### src/rtl/pe_grid_sequencer_if.sv
// Signal bundle between pe_grid_sequencer and its host, shared memory and PE grid.
// The sequencer connects through the slave modport; the host side uses master.
interface pe_grid_sequencer_if #(
    parameter int GRID_COLS = 14,
    parameter int DATA_W    = 16
);
    logic                        start;
    logic [15:0]                 kernel_base;
    logic [15:0]                 image_base;
    logic [7:0]                  kernel_w;
    logic [7:0]                  kernel_h;
    logic [7:0]                  img_w;
    logic [7:0]                  img_h;
    logic [7:0]                  drain_cycles;
    logic                        hold;
    logic                        mem_rd_en;
    logic [15:0]                 mem_addr;
    logic [DATA_W-1:0]           mem_rd_data;
    logic [GRID_COLS*DATA_W-1:0] row_weight_vals;
    logic [3:0]                  tag_row;
    logic                        valid_y;
    logic [GRID_COLS*DATA_W-1:0] image_val_vec;
    logic [GRID_COLS-1:0]        valid_x_vec;
    logic                        busy;
    logic                        done;
    logic                        err;

    modport slave (
        input  start, kernel_base, image_base, kernel_w, kernel_h, img_w, img_h,
               drain_cycles, hold, mem_rd_data,
        output mem_rd_en, mem_addr, row_weight_vals, tag_row, valid_y,
               image_val_vec, valid_x_vec, busy, done, err
    );

    modport master (
        output start, kernel_base, image_base, kernel_w, kernel_h, img_w, img_h,
               drain_cycles, hold, mem_rd_data,
        input  mem_rd_en, mem_addr, row_weight_vals, tag_row, valid_y,
               image_val_vec, valid_x_vec, busy, done, err
    );
endinterface

### src/rtl/pe_grid_sequencer.sv
// Fetches kernel rows then image rows from memory and issues each row to the PE grid.
// Optional PE_SEQ_CFG_CHECK_EN: reject out-of-range dimensions with err instead of clamping.
module pe_grid_sequencer #(
    parameter int GRID_COLS = 14,
    parameter int GRID_ROWS = 12,
    parameter int DATA_W    = 16
) (
    input logic                clk,
    input logic                rst,
    pe_grid_sequencer_if.slave bus
);
    localparam logic [7:0] COLS8 = 8'(GRID_COLS);
    localparam logic [7:0] ROWS8 = 8'(GRID_ROWS);
    localparam int         VW    = GRID_COLS * DATA_W;

    typedef enum logic [2:0] {
        S_IDLE, S_K_FETCH, S_K_ISSUE, S_I_FETCH, S_I_ISSUE, S_DRAIN, S_DONE
    } state_t;

    state_t            state_reg, state_next;
    logic [15:0]       kbase_reg, ibase_reg;
    logic [7:0]        kw_reg, kh_reg, iw_reg, ih_reg, drain_reg;
    logic [7:0]        col_reg, row_reg, dcnt_reg;
    logic [VW-1:0]     weight_reg, image_reg;
    logic [3:0]        tag_reg;
    logic [VW-1:0]     row_buf;
    logic [GRID_COLS-1:0] vx_vec;

    logic [7:0]  kw_cfg, kh_cfg, iw_cfg, ih_cfg;
    logic        start_ok;

`ifdef PE_SEQ_CFG_CHECK_EN
    logic cfg_bad;
    logic err_reg;

    assign cfg_bad = (bus.kernel_w == 8'd0) || (bus.kernel_w > COLS8) ||
                     (bus.img_w == 8'd0)    || (bus.img_w > COLS8)    ||
                     (bus.kernel_h == 8'd0) || (bus.kernel_h > ROWS8) ||
                     (bus.img_h == 8'd0);
    assign kw_cfg   = bus.kernel_w;
    assign kh_cfg   = bus.kernel_h;
    assign iw_cfg   = bus.img_w;
    assign ih_cfg   = bus.img_h;
    assign start_ok = bus.start && !cfg_bad;

    // Every start seen in IDLE re-evaluates err, so a legal start clears it.
    always_ff @(posedge clk or posedge rst) begin
        if (rst)
            err_reg <= 1'b0;
        else if (state_reg == S_IDLE && bus.start)
            err_reg <= cfg_bad;
    end
    assign bus.err = err_reg;
`else
    function automatic logic [7:0] clamp_dim(input logic [7:0] v, input logic [7:0] hi);
        if (v == 8'd0)
            return 8'd1;
        else if (v > hi)
            return hi;
        else
            return v;
    endfunction

    assign kw_cfg   = clamp_dim(bus.kernel_w, COLS8);
    assign kh_cfg   = clamp_dim(bus.kernel_h, ROWS8);
    assign iw_cfg   = clamp_dim(bus.img_w, COLS8);
    assign ih_cfg   = (bus.img_h == 8'd0) ? 8'd1 : bus.img_h;
    assign start_ok = bus.start;
    assign bus.err  = 1'b0;
`endif

    logic        is_kernel, is_fetch, last_row;
    logic [7:0]  fetch_w;
    logic [15:0] fetch_base, row_off;

    assign is_kernel  = (state_reg == S_K_FETCH) || (state_reg == S_K_ISSUE);
    assign is_fetch   = (state_reg == S_K_FETCH) || (state_reg == S_I_FETCH);
    assign fetch_w    = is_kernel ? kw_reg : iw_reg;
    assign fetch_base = is_kernel ? kbase_reg : ibase_reg;
    assign row_off    = {8'd0, row_reg} * {8'd0, fetch_w};
    assign last_row   = (row_reg == ((is_kernel ? kh_reg : ih_reg) - 8'd1));

    logic        rd_en, vy, issue_x, busy_c, done_c;
    logic [15:0] addr;

    always_ff @(posedge clk or posedge rst) begin
        if (rst)
            state_reg <= S_IDLE;
        else
            state_reg <= state_next;
    end

    always_comb begin
        state_next = state_reg;
        rd_en      = 1'b0;
        addr       = 16'd0;
        vy         = 1'b0;
        issue_x    = 1'b0;
        busy_c     = 1'b1;
        done_c     = 1'b0;
        unique case (state_reg)
            S_IDLE: begin
                busy_c = 1'b0;
                if (start_ok)
                    state_next = S_K_FETCH;
            end
            S_K_FETCH, S_I_FETCH: begin
                // One spare cycle after the last read lets the final word land.
                if (col_reg < fetch_w) begin
                    rd_en = 1'b1;
                    addr  = fetch_base + row_off + {8'd0, col_reg};
                end else begin
                    state_next = (state_reg == S_K_FETCH) ? S_K_ISSUE : S_I_ISSUE;
                end
            end
            S_K_ISSUE: begin
                if (!bus.hold) begin
                    vy         = 1'b1;
                    state_next = last_row ? S_I_FETCH : S_K_FETCH;
                end
            end
            S_I_ISSUE: begin
                if (!bus.hold) begin
                    issue_x    = 1'b1;
                    state_next = !last_row ? S_I_FETCH :
                                 (drain_reg == 8'd0) ? S_DONE : S_DRAIN;
                end
            end
            S_DRAIN: begin
                if (dcnt_reg == drain_reg - 8'd1)
                    state_next = S_DONE;
            end
            S_DONE: begin
                done_c     = 1'b1;
                state_next = S_IDLE;
            end
            default: state_next = S_IDLE;
        endcase
    end

    always_ff @(posedge clk or posedge rst) begin
        if (rst) begin
            kbase_reg  <= 16'd0;
            ibase_reg  <= 16'd0;
            kw_reg     <= 8'd0;
            kh_reg     <= 8'd0;
            iw_reg     <= 8'd0;
            ih_reg     <= 8'd0;
            drain_reg  <= 8'd0;
            col_reg    <= 8'd0;
            row_reg    <= 8'd0;
            dcnt_reg   <= 8'd0;
            weight_reg <= '0;
            image_reg  <= '0;
            tag_reg    <= 4'd0;
        end else begin
            unique case (state_reg)
                S_IDLE: begin
                    if (start_ok) begin
                        kbase_reg <= bus.kernel_base;
                        ibase_reg <= bus.image_base;
                        kw_reg    <= kw_cfg;
                        kh_reg    <= kh_cfg;
                        iw_reg    <= iw_cfg;
                        ih_reg    <= ih_cfg;
                        drain_reg <= bus.drain_cycles;
                        col_reg   <= 8'd0;
                        row_reg   <= 8'd0;
                        dcnt_reg  <= 8'd0;
                    end
                end
                S_K_FETCH, S_I_FETCH: begin
                    col_reg <= (col_reg < fetch_w) ? col_reg + 8'd1 : 8'd0;
                end
                S_K_ISSUE: begin
                    if (!bus.hold) begin
                        weight_reg <= row_buf;
                        tag_reg    <= row_reg[3:0];
                        row_reg    <= last_row ? 8'd0 : row_reg + 8'd1;
                    end
                end
                S_I_ISSUE: begin
                    if (!bus.hold) begin
                        image_reg <= row_buf;
                        row_reg   <= last_row ? 8'd0 : row_reg + 8'd1;
                        dcnt_reg  <= 8'd0;
                    end
                end
                S_DRAIN: dcnt_reg <= dcnt_reg + 8'd1;
                default: ;
            endcase
        end
    end

    // Row buffer: cleared at the first fetch cycle, column c written at fetch cycle c+1.
    for (genvar gi = 0; gi < GRID_COLS; gi++) begin : g_col
        logic [DATA_W-1:0] col_q;
        always_ff @(posedge clk or posedge rst) begin
            if (rst)
                col_q <= '0;
            else if (is_fetch) begin
                if (col_reg == 8'd0)
                    col_q <= '0;
                else if (col_reg == 8'(gi + 1))
                    col_q <= bus.mem_rd_data;
            end
        end
        assign row_buf[gi*DATA_W +: DATA_W] = col_q;
        assign vx_vec[gi] = issue_x && (iw_reg > 8'(gi));
    end

    assign bus.mem_rd_en       = rd_en;
    assign bus.mem_addr        = addr;
    assign bus.valid_y         = vy;
    assign bus.valid_x_vec     = vx_vec;
    assign bus.busy            = busy_c;
    assign bus.done            = done_c;
    assign bus.row_weight_vals = (state_reg == S_K_ISSUE) ? row_buf : weight_reg;
    assign bus.tag_row         = (state_reg == S_K_ISSUE) ? row_reg[3:0] : tag_reg;
    assign bus.image_val_vec   = (state_reg == S_I_ISSUE) ? row_buf : image_reg;
endmodule

### src/flat_wrapper.sv
// flat-port wrapper written by rule: the top's interface ports become plain ports
module pe_grid_sequencer_flat 
#(
    parameter int GRID_COLS = 14,
    parameter int GRID_ROWS = 12,
    parameter int DATA_W    = 16
)
  (clk, rst, bus_start, bus_kernel_base, bus_image_base, bus_kernel_w, bus_kernel_h, bus_img_w, bus_img_h, bus_drain_cycles, bus_hold, bus_mem_rd_data, bus_mem_rd_en, bus_mem_addr, bus_row_weight_vals, bus_tag_row, bus_valid_y, bus_image_val_vec, bus_valid_x_vec, bus_busy, bus_done, bus_err);
  pe_grid_sequencer_if #(.GRID_COLS(GRID_COLS), .DATA_W(DATA_W)) bus_i ();
  input logic clk;
  input logic rst;
  input wire logic [$bits(bus_i.start)-1:0] bus_start;
  input wire logic [$bits(bus_i.kernel_base)-1:0] bus_kernel_base;
  input wire logic [$bits(bus_i.image_base)-1:0] bus_image_base;
  input wire logic [$bits(bus_i.kernel_w)-1:0] bus_kernel_w;
  input wire logic [$bits(bus_i.kernel_h)-1:0] bus_kernel_h;
  input wire logic [$bits(bus_i.img_w)-1:0] bus_img_w;
  input wire logic [$bits(bus_i.img_h)-1:0] bus_img_h;
  input wire logic [$bits(bus_i.drain_cycles)-1:0] bus_drain_cycles;
  input wire logic [$bits(bus_i.hold)-1:0] bus_hold;
  input wire logic [$bits(bus_i.mem_rd_data)-1:0] bus_mem_rd_data;
  output wire logic [$bits(bus_i.mem_rd_en)-1:0] bus_mem_rd_en;
  output wire logic [$bits(bus_i.mem_addr)-1:0] bus_mem_addr;
  output wire logic [$bits(bus_i.row_weight_vals)-1:0] bus_row_weight_vals;
  output wire logic [$bits(bus_i.tag_row)-1:0] bus_tag_row;
  output wire logic [$bits(bus_i.valid_y)-1:0] bus_valid_y;
  output wire logic [$bits(bus_i.image_val_vec)-1:0] bus_image_val_vec;
  output wire logic [$bits(bus_i.valid_x_vec)-1:0] bus_valid_x_vec;
  output wire logic [$bits(bus_i.busy)-1:0] bus_busy;
  output wire logic [$bits(bus_i.done)-1:0] bus_done;
  output wire logic [$bits(bus_i.err)-1:0] bus_err;
  assign bus_i.start = bus_start;
  assign bus_i.kernel_base = bus_kernel_base;
  assign bus_i.image_base = bus_image_base;
  assign bus_i.kernel_w = bus_kernel_w;
  assign bus_i.kernel_h = bus_kernel_h;
  assign bus_i.img_w = bus_img_w;
  assign bus_i.img_h = bus_img_h;
  assign bus_i.drain_cycles = bus_drain_cycles;
  assign bus_i.hold = bus_hold;
  assign bus_i.mem_rd_data = bus_mem_rd_data;
  assign bus_mem_rd_en = bus_i.mem_rd_en;
  assign bus_mem_addr = bus_i.mem_addr;
  assign bus_row_weight_vals = bus_i.row_weight_vals;
  assign bus_tag_row = bus_i.tag_row;
  assign bus_valid_y = bus_i.valid_y;
  assign bus_image_val_vec = bus_i.image_val_vec;
  assign bus_valid_x_vec = bus_i.valid_x_vec;
  assign bus_busy = bus_i.busy;
  assign bus_done = bus_i.done;
  assign bus_err = bus_i.err;
  pe_grid_sequencer #(.GRID_COLS(GRID_COLS), .GRID_ROWS(GRID_ROWS), .DATA_W(DATA_W)) u_core (.clk(clk), .rst(rst), .bus(bus_i));
endmodule
### config.mk
export PLATFORM = sky130hd
export DESIGN_NAME = pe_grid_sequencer_flat
export DESIGN_NICKNAME = d
export VERILOG_FILES = /design/src/rtl/pe_grid_sequencer_if.sv /design/src/rtl/pe_grid_sequencer.sv /design/src/flat_wrapper.sv
export SDC_FILE = /design/constraint.sdc
export NUM_CORES = 2
export LEC_CHECK = 0
export CAP_MARGIN = 20
export CELL_PAD_IN_SITES_DETAIL_PLACEMENT = 2
export CELL_PAD_IN_SITES_GLOBAL_PLACEMENT = 2
export CORE_MARGIN = 2
export CORE_UTILIZATION = 37
export CTS_CLUSTER_DIAMETER = 150
export DETAILED_ROUTE_END_ITERATION = 16
export PLACE_DENSITY_LB_ADDON = 0.1
export SYNTH_ARGS = -nofsm -noshare
export SYNTH_HDL_FRONTEND = slang
export SYNTH_SLANG_ARGS = --single-unit
### constraint.sdc
create_clock -name clk -period 73.9 [get_ports clk]
set_input_delay 7.39 -clock clk [delete_from_list [all_inputs] [get_ports clk]]
set_output_delay 7.39 -clock clk [all_outputs]
set_load 0.05 [all_outputs]
* Yosys cells after proc, flatten, opt, wreduce, memory -nomap -nowiden *
Cells that the tools add are included.

operators by class
  add/sub/neg operators = 7
  multipliers = 1
  divide/modulo/power cells = 0
  $lt $le $gt $ge = 18
  equal/unequal tests = 28
  shift operators = 0
  muxes and demuxes = 68
  bitwise operators = 1
  reductions and logical operators = 63

operators with widths
  kind                 count
  $mux 16              31
  $mux 224             2
  $mux 8               14
  $gt 8x4->1 const B   9
  $eq 8x4->1 const B   7
  $logic_not 8->1      6
  $reduce_and 2->1     18
  $eq 8x3->1 const B   4
  $gt 8x3->1 const B   4
  $pmux 8 s2           2
  $reduce_bool 2->1    16
  $add 8x1->8 const B  3
  $pmux 8 s3           1
  $mux 3               7
  $add 16x16->16       1
  $add 16x8->16        1
  $eq 8x2->1 const B   2
  $eq 8x8->1           2
  $gt 8x1->1 const B   2
  $gt 8x2->1 const B   2
  $mul 8x8->16         1
  $sub 8x1->8 const B  2
  $pmux 3 s5           1
  $logic_and 1x1->1    14
  other kinds (17)     34

storage, ports and cells
  register bits after elaboration = 775
  bits in latches = 0
  RAM bits = 0
  bits in read-only memories = 0
  input bits = 92
  output and inout bits = 487
  word-level logic and storage cells = 214
  memories kept = 0

* Depth between registers and ports, before layout *
  depth in word-level cells = 8
  depth in mapped cells = 25
  mapped depth without buffers = 22

* Worst setup path before layout *
No wires, ideal clock.

  kind = input-to-output
  start point = in bus_hold
  end point = out bus_valid_x_vec[12]
  arrival time = 8.897 ns
  required time = 66.510 ns
  slack = 57.613 ns
  cell stages on the path = 4
  buffers on the path = 0
  cell sequence = inv_1 > nand2_1 > nor2_1 > o31a_1

on the way
  cells in the longest elaborated chain, start to end = 3

ends and longest elaborated chain
  element             line                      RTL
  start: declaration  flat_wrapper.sv:20        input wire logic [$bits(bus_i.hold)-1:0] bus_hold;
  $mux 1              pe_grid_sequencer.sv:123  if (!bus.hold) begin
  $mux 1              pe_grid_sequencer.sv:101  unique case (state_reg)
  $logic_and 1x1->1   pe_grid_sequencer.sv:209  assign vx_vec[gi] = issue_x && (iw_reg > 8'(gi));
  end: declaration    flat_wrapper.sv:28        output wire logic [$bits(bus_i.valid_x_vec)-1:0] bus_valid_x_vec;

Every way passes these cells.

* Worst setup path after layout *
  start point = in bus_hold
  end point = out bus_valid_x_vec[0]

Same word-level chain as after synthesis.

==> impl_results.md <==
- CTS Hold Bufs: 0
- Yosys warnings: 0
- #FFs+latches synth: 775
- Slowest stage cell on the critical path: clkdlybuf4s50_1
- Global-route usage over all layers: 0.2707
- DRC Markers: 0
- CTS tree: built
- Worst R2R Path Depth: 8
- # Post-CTS Setup Buffers: 0
- Final wirelength: approximately 150000 um
- I/O Pins: between 500 and 600
- Crit-path leading delay family: buffers and inverters
- First-pass GRT wire length: about 220000 um
- Cts bufs inserted: 92
- Sequential cell area: 0.01939 mm^2
- Initial antenna violation count: 12
- Mapped Area: a little under 0.04 mm^2
- Clk_skew: about 0.024 ns
- Rows: approximately 120
- Setup_tns: 0 ns
- Port Buffers: about 580
- Htree depth: 3
- Largest net degree at the start of global routing: about 170
- Crit Reg-Reg Startpoint: u_core.state_reg[0]$_DFFE_PP0P_
- Clock Path Buffers: 3
- GPL Wtd Cong: between 0.7 and 0.8
- Wirelength per Cell: 24.36 um
- Most common cell after layout, fill and taps aside: nand2_1
- GRT overflow: 0
- Net count of the mapped netlist: about 4200
- TritonRoute pass-1 iters: 5
- Initial DRC count: 1465
- Post-route ant nets: 0
- Hold Crit Endpoint: u_core.kw_reg[1]$_DFFE_PP0P_
- Fraction of layout cells with a size suffix above 1: 0.1676
- Nets: between 4000 and 5000
- Die area: 0.1070 mm^2
- Required @ worst endpoint: 66.51 ns
- CTS sink count: 775
- Worst hold path startpoint: u_core.kw_reg[1]$_DFFE_PP0P_
- Fin crit period: approximately 18 ns
- Kind of end point of the critical path: primary output
- Via count: 31300
- Synth Flop Type: dfrtp_1
- Mean Syn Cell Area: ~9.6 um^2
- RSZ-0062 raised after global routing: no
- Post-CTS sizing: 0
- Clk Latency, worst-skew pair: roughly 0.68 ns
- Die height: roughly 330 um
- Setup violators final: 0
- Max FO, Critical Path: about 120
- Fmax: around 57 MHz
- Vias in the first global route: between 30000 and 40000
- Crit path buf inv count: 3
- Post-synth EDFFs: 0
- CP Data Arrival Time: between 10 and 15 ns
- Initial Util: 0.3731
- Worst setup path class: input pin to primary output
- Fill cells: 10870
- Core area: 0.1035 mm^2
- Critical path cell sequence: clkdlybuf4s50_1 > nor4_2 > buf_12 > o31ai_1 > nand2_1 > a21o_1 > clkdlybuf4s50_1
- Clock-pin transition on the worst setup and hold timing paths: roughly 0.06 ns
- Reg2reg setup slack: 68.46 ns
- Sequential area share after synthesis: 0.5022
- Max-cap violations: 0
- Fin. Hold Viols: 0
- Max-slew headroom: 0.2516
- Share of synthesized registers carrying an async set or reset: 1.000
- Layout area overhead: 26.24%
- Worst Tran Pin Value: approximately 1.1 ns
- Commonest non-fill, non-tap cells in the layout: nand2_1, dfrtp_1, clkdlybuf4s50_1
- Hold Crit Class: flop to flop
- Worst R2R End: u_core.weight_reg[132]$_DFFE_PP0P_
- Status: completed
- Syn Inst Count: between 4000 and 5000
- Die width: ~330 um
- Critical Path Stages: 7
- DR vias/cell: 5.241
- Worst path max stage delay: about 0.8 ns
- Synth cell types: 60
- Final Cycle Share: 0.2390
- Worst path most repeated cell: clkdlybuf4s50_1
- Hold Path Depth: 2
- Startpoint types: input pin
- Multi-input gate area: 0.01813 mm^2
- Max Slew Vio Count: 0
- CTS Root Cell: clkbuf_16
- Dpl hpwl: ~96000 um
[through the flow]
| stage | hold WS (ns) | instances | area (um^2) | worst slack [ns] | utilization |
|---|---|---|---|---|---|
| global route | 0.4977 | 5971 | 48750 | 56.10 | 0.4710 |
| detailed placement | 0.4600 | 5805 | 45760 | 56.23 | 0.4422 |
| finish | 0.4639 | 5972 | 48750 | 56.24 | 0.4710 |
| global placement | 0.4520 | 5805 | 45760 | 56.21 | 0.4422 |
| CTS | 0.4667 | 5965 | 48670 | 56.20 | 0.4702 |
| floorplan | 0.4331 | 4028 | 38620 | 44.75 | - |
[cells by family (layout without fill, tap and decap cells)]
group                    Yosys count  in the layout  synth area share
AO/OA/AOI/OAI                    255            255           0.03788
XOR/XNOR                          49             49           0.01160
adder cells (fa/ha/maj)          117            117           0.04860
buffers and inverters            312            872           0.03084
flip-flops                       775            775            0.5022
multiplexers                     580            580            0.1685
other                              1              5        0.00009711
AND/OR/NAND/NOR                 1939           1939            0.2003
[layout make-up]
type | instances | area share
clock buffers | 145 | 0.05672
clock inverters | 15 | 0.002900
diodes | 4 | 0.0002053
multi-input cells | 2941 | 0.3720
repair buffers | 625 | 0.1281
inverters | 87 | 0.006853
well taps | 1380 | 0.03542
flip-flops and latches | 775 | 0.3978
[layer usage]
layer / global-route usage / vias to the layer above / share of wire
met5: 0 / - / 0.00016
met4: 0.08965 / 4 / 0.033
met3: 0.04093 / 201 / 0.039
met2: 0.4678 / 635 / 0.50
li1: - / 14010 / -
met1: 0.3471 / 16450 / 0.43
[worst max path at each step]
stage	start	end	slack [ns]
after global placement	bus_hold	bus_valid_x_vec[0]	56.21
final	bus_hold	bus_valid_x_vec[0]	56.24
after detailed placement	bus_hold	bus_valid_x_vec[0]	56.23
after floorplan	rst	u_core.col_reg[0]$_DFFE_PP0P_	44.75
after CTS	bus_hold	bus_valid_x_vec[0]	56.20
after global routing	bus_hold	bus_valid_x_vec[0]	56.10
[synthesized netlist by cell type, types with 7 or more instances]
library cell,n,area [um^2]
a21o_1,7,52.55
a21oi_1,33,165.2
and2_1,51,319.1
and3_1,7,43.79
clkbuf_1,215,807.0
dfrtp_1,775,19390
fa_1,55,1101
ha_1,62,775.7
inv_1,87,326.6
mux2_2,560,6306
mux2i_1,19,190.2
nand2_1,1717,6445
nand2b_1,8,50.05
nand3_1,19,95.09
nor2_1,39,146.4
nor2b_1,32,200.2
nor3_1,30,150.1
o21ai_0,164,820.8
o31ai_1,7,52.55
or3_1,9,56.30
xnor2_1,29,254.0
xor2_1,19,166.4
[worst min-delay path: stages (launching register included)]
cell and delay [ns]:
dfrtp_1 0.34, nand2_1 0.05, nand2_1 0.05
Power is left out: the tool's default activity adds up to more than one toggle a clock period on the data nets, which glitch-free logic cannot reach.
